$ cat src/rtl/inert_integrator.sv
// rtl/inert_integrator.sv - gyro offset calibration and 27-bit angle integration; accel fusion enabled by INERT_FUSION_EN
module inert_integrator #(
  parameter int CAL_SHIFT   = 3,
  parameter int FUSION_STEP = 512
) (
  input  logic        clk,
  input  logic        rst,
  input  logic        strt_cal,
  input  logic        vld,
  input  logic [15:0] ptch_rt,
  input  logic [15:0] roll_rt,
  input  logic [15:0] yaw_rt,
  input  logic [15:0] AX,
  input  logic [15:0] AY,
  output logic [15:0] ptch,
  output logic [15:0] roll,
  output logic [15:0] yaw,
  output logic        vld_out,
  output logic        cal_done
);

  localparam int AW = 16 + CAL_SHIFT;
  localparam int CW = CAL_SHIFT + 1;
  localparam logic [CW-1:0] CNT_LAST = CW'((1 << CAL_SHIFT) - 1);
  localparam logic [26:0] INT_MAX = 27'h3FF_FFFF;
  localparam logic [26:0] INT_MIN = 27'h400_0000;

  typedef enum logic [1:0] {IDLE, CAL, RUN} state_t;

  // Axis index 0 = pitch, 1 = roll, 2 = yaw
  state_t        state_q, state_d;
  logic [AW-1:0] acc_q [3];
  logic [AW-1:0] acc_d [3];
  logic [CW-1:0] cnt_q, cnt_d;
  logic [15:0]   off_q [3];
  logic [15:0]   off_d [3];
  logic [26:0]   int_q [3];
  logic [26:0]   int_d [3];
  logic          vld_out_q, vld_out_d;
  logic          cal_done_q, cal_done_d;

  logic [15:0]   rate    [3];
  logic [AW-1:0] acc_sum [3];
  logic [16:0]   diff    [3];
  logic [15:0]   comp    [3];
  logic [27:0]   fuse    [3];
  logic [27:0]   int_sum [3];
  logic [26:0]   int_sat [3];

  assign rate[0] = ptch_rt;
  assign rate[1] = roll_rt;
  assign rate[2] = yaw_rt;

`ifdef INERT_FUSION_EN
  logic [15:0] accel [3];
  assign accel[0] = AY;
  assign accel[1] = AX;
  assign accel[2] = 16'h0000;
`else
  logic [31:0] unused_fusion;
  assign unused_fusion = 32'(FUSION_STEP) ^ {AX, AY};
`endif

  // Per-axis datapath: calibration sum, compensated rate, fusion nudge, saturating integrate
  always_comb begin
    for (int i = 0; i < 3; i++) begin
      acc_sum[i] = acc_q[i] + AW'($signed(rate[i]));
      diff[i]    = {rate[i][15], rate[i]} - {off_q[i][15], off_q[i]};
      if (diff[i][16] != diff[i][15]) begin
        comp[i] = diff[i][16] ? 16'h8000 : 16'h7FFF;
      end else begin
        comp[i] = diff[i][15:0];
      end
      fuse[i] = 28'h0;
`ifdef INERT_FUSION_EN
      if (i < 2) begin
        if ($signed(accel[i]) > $signed(int_q[i][26:11])) begin
          fuse[i] = 28'(FUSION_STEP);
        end else if ($signed(accel[i]) < $signed(int_q[i][26:11])) begin
          fuse[i] = -28'(FUSION_STEP);
        end
      end
`endif
      int_sum[i] = {int_q[i][26], int_q[i]} + {{12{comp[i][15]}}, comp[i]} + fuse[i];
      if (int_sum[i][27] != int_sum[i][26]) begin
        int_sat[i] = int_sum[i][27] ? INT_MIN : INT_MAX;
      end else begin
        int_sat[i] = int_sum[i][26:0];
      end
    end
  end

  // Mode sequencing and next-state selection; strt_cal overrides any pending sample
  always_comb begin
    state_d    = state_q;
    acc_d      = acc_q;
    cnt_d      = cnt_q;
    off_d      = off_q;
    int_d      = int_q;
    vld_out_d  = 1'b0;
    cal_done_d = 1'b0;
    if (strt_cal) begin
      state_d = CAL;
      cnt_d   = '0;
      for (int i = 0; i < 3; i++) acc_d[i] = '0;
    end else begin
      case (state_q)
        CAL: begin
          if (vld) begin
            cnt_d = cnt_q + 1'b1;
            for (int i = 0; i < 3; i++) acc_d[i] = acc_sum[i];
            if (cnt_q == CNT_LAST) begin
              for (int i = 0; i < 3; i++) begin
                off_d[i] = 16'($signed(acc_sum[i]) >>> CAL_SHIFT);
                int_d[i] = '0;
              end
              cal_done_d = 1'b1;
              state_d    = RUN;
            end
          end
        end
        RUN: begin
          if (vld) begin
            int_d     = int_sat;
            vld_out_d = 1'b1;
          end
        end
        default: begin
        end
      endcase
    end
  end

  // State and datapath registers
  always_ff @(posedge clk or posedge rst) begin
    if (rst) begin
      state_q    <= IDLE;
      cnt_q      <= '0;
      vld_out_q  <= 1'b0;
      cal_done_q <= 1'b0;
      for (int i = 0; i < 3; i++) begin
        acc_q[i] <= '0;
        off_q[i] <= '0;
        int_q[i] <= '0;
      end
    end else begin
      state_q    <= state_d;
      cnt_q      <= cnt_d;
      vld_out_q  <= vld_out_d;
      cal_done_q <= cal_done_d;
      acc_q      <= acc_d;
      off_q      <= off_d;
      int_q      <= int_d;
    end
  end

  assign ptch     = int_q[0][26:11];
  assign roll     = int_q[1][26:11];
  assign yaw      = int_q[2][26:11];
  assign vld_out  = vld_out_q;
  assign cal_done = cal_done_q;

endmodule

$ cat config.mk
export PLATFORM = sky130hd
export DESIGN_NAME = inert_integrator
export DESIGN_NICKNAME = d
export VERILOG_FILES = /design/src/rtl/inert_integrator.sv
export SDC_FILE = /design/constraint.sdc
export NUM_CORES = 1
export LEC_CHECK = 0
export CORE_ASPECT_RATIO = 2
export CORE_UTILIZATION = 56
export CTS_CLUSTER_DIAMETER = 200
export DETAILED_ROUTE_END_ITERATION = 10
export PLACE_DENSITY = 0.84
export SLEW_MARGIN = 20
export SYNTH_ARGS = -nofsm -noshare
export SYNTH_HDL_FRONTEND = slang
export SYNTH_SLANG_ARGS = --single-unit
$ cat constraint.sdc
create_clock -name clk -period 8.15 [get_ports clk]
set_input_delay 0.815 -clock clk [delete_from_list [all_inputs] [get_ports clk]]
set_output_delay 0.815 -clock clk [all_outputs]
set_load 0.01 [all_outputs]
==> flow_summary.ini <==
[pwr]
leakage_nw = 8.953
total_power_mw = 3.097
irDropWorstVdd_mv = 0.1621
p_per_area_mw_per_mm2 = 167.8

[sta]
finalSetupViolCount = 0
whs_ns = 0.4827
fin_skew_ns = 0.01318
finalSetupTns_ns = 0
slew_headroom_pct = 37.25
hold_viol = 0
fmax_ghz = 0.1271
drv_slew = 0
worst_slack_ns = 0.2814
fin_crit_ns = 7.869
worstMarginPinSlew_ns = 0.9413
period_share_pct = 96.55

[die]
die-width_um = 124.1
die_area_mm2 = 0.03054
rows = 89
io_pins = 134
core-area_mm2 = 0.02940
dieHeight_um = 246.2
initial_core_util_pct = 56.78

[setup_path]
cp_slowest_cell = clkdlybuf4s50_1
worstSetupEndpointType = flop
crit_type = in -> reg
cp_data_required_time_ns = 8.53
path_max_fanout = 7
slowest_delay_ns = 0.61
cp.arrival_ns = 8.25
start_kind = primary input
crit_top_cell = o21ai_0

[routing]
drcViolationCount = 0
via_per_inst = 6.036
drt_iter0_markers = 702
detail-route-antenna-nets = 0
vias = 14870
avgRoutedWirePerCell_um = 16.66
wirelength_um = 41040
first_pass_iters = 5

[yosys]
synth_top_area_share_pct = 29.08
synth_seq_cells = 194
syn_area_per_cell_um2 = 8.174
async_flop_share_pct = 100.0
ys.flop_type = dfrtp_1
synth_area_leaders = dfrtp_1 (29%), ha_1 (15%), nand2_1 (6.5%)
synth_area_leader_cell = dfrtp_1
synth-edff-count = 0
synth.distinct_cells = 80
synth_warnings = 0
synth_nets = 2335
ys_seq_area_share_pct = 29.08
synthCells = 2042
syn-cell-area_mm2 = 0.01669

[finish]
design_area_mm2 = 0.01845
final_core_util_pct = 62.77
nets = 2380
final.fill_count = 2498
drive_gt1_share_pct = 5.667
final_cells = 2464
diodes = 0
area_growth_syn_to_layout_pct = 10.55

[place]
hpwl_um = 30320
place_area_mm2 = 0.01785
io_buffers = 101
dp_slack_ns = -0.08925
gp_congestion = 0.9284
dp_cells = 2432

[clocking]
cts_resized = 0
cts-hold-fix-buffers = 0
clkLatencyLatePin_ns = 0.46
cts_root_buffer = clkbuf_16
cts_buffers = 17
cts_tree = done
cts_buffer_depth = 2
path_clk_slew_ns = 0.08
cts_setup_buffers = 0
htree_levels = 4
clock_sinks = 194

[global_route]
grt_pass1_wl_um = 68220
grt_pass1_vias = 15380
grt_max_degree = 128
grt_usage_pct = 27.86
antenna_found_initial = 0
overflow = 0

[hold_path]
min_path_type = reg -> reg

[status]
status = finished, final reports clean

[run]
maxCapViolations = 0
## path summary, 6_finish.rpt
check	start	to	slack, ns	cells after the start
max	yaw_rt[1]	yaw[10]	0.28	32
min	off_q[36]	off_q[36]	0.48	2
max reg2reg	off_q[1]	yaw[10]	0.82	32
min reg2reg	off_q[36]	off_q[36]	0.48	2
max in group asynchronous	rst	ptch[13]	5.66	3
min in group asynchronous	rst	yaw[11]	0.92	2
## synth_stat cells (13+ instances only)
library cell	instances
inv_1	98
xor2_1	46
nand3_1	38
nor2b_1	21
o211ai_1	15
buf_4	50
nor3_1	35
nand2_1	291
a211oi_1	17
dfrtp_1	194
ha_1	200
o21ai_1	22
o21a_1	17
o21ai_0	185
a31oi_1	15
nand2b_1	22
nor2_1	165
a21oi_1	172
o21bai_1	22
mux2_2	13
xnor2_1	104
clkbuf_1	47
and3_1	16
a21o_1	66
## power by group
part	internal [mW]	leakage (nW)	switching, mW
logic	0.491	6.14	0.673
registers	1.02	2.53	0.0403
clock network	0.483	0.289	0.391
## cell type report
class	count	area [um2]	share of cell area, %
timing repair buffer	133	1284	6.956
clock inverter	9	103.9	0.5628
sequential	194	4855	26.31
tap	364	455.4	2.468
clock buffer	23	488.0	2.644
multi-input combinational	1642	10890	59.01
inverter	99	379.1	2.054
## cells by family (layout without fill, tap and decap cells)
group,after synthesis,after routing,share of synthesized area [%]
fa+ha+maj,209,209,16.07
buf+inv,206,264,5.832
xor+xnor,150,150,7.870
flops,194,194,29.08
mux,14,14,0.9370
simple gates,650,650,17.24
compound gates,619,619,22.97
## critical path, delay by kind of cell
kind,cells,cell delay (ns)
buffers and inverters,4,1.02
xor gates and xnor gates,1,0.17
and+or+nand+nor,6,1.16
adders and majority gates,5,1.54
AOI/OAI and AO/OA,16,3.54
## state kept, by name, indices dropped and copies added, names as in the netlist
| signal | count |
|---|---|
| cal_done | 1 |
| off_q | 48 |
| yaw | 16 |
| ptch | 16 |
| roll | 16 |
| acc_q | 57 |
| int_q | 33 |
| state_q | 2 |
| vld_out | 1 |
| cnt_q | 4 |
## metal layers
layer	up-vias	GRT usage [%]	share of wire [%]
met1	7199	26.92	37
met3	128	4.306	3.2
met4	0	16.11	4.6
met5	-	0	0
li1	7226	-	-
met2	319	53.49	55
## placed cells by master (no fill, tap or decap), drive strengths merged, types with 12 or more instances in the layout
cell / count
buf: 33
clkdlybuf4s50: 100
nor2b: 21
xnor2: 104
nand2b: 22
o21bai: 22
inv: 99
nor3: 35
o21a: 17
a211o: 12
nand2: 291
clkbuf: 23
a31oi: 16
a21oi: 173
nand3: 38
a211oi: 19
and3: 16
nor2: 166
o211ai: 15
xor2: 46
o21ai: 219
a21o: 66
dfrtp: 194
or3: 13
ha: 200
mux2: 13
Power figures use the tool's default switching activity.
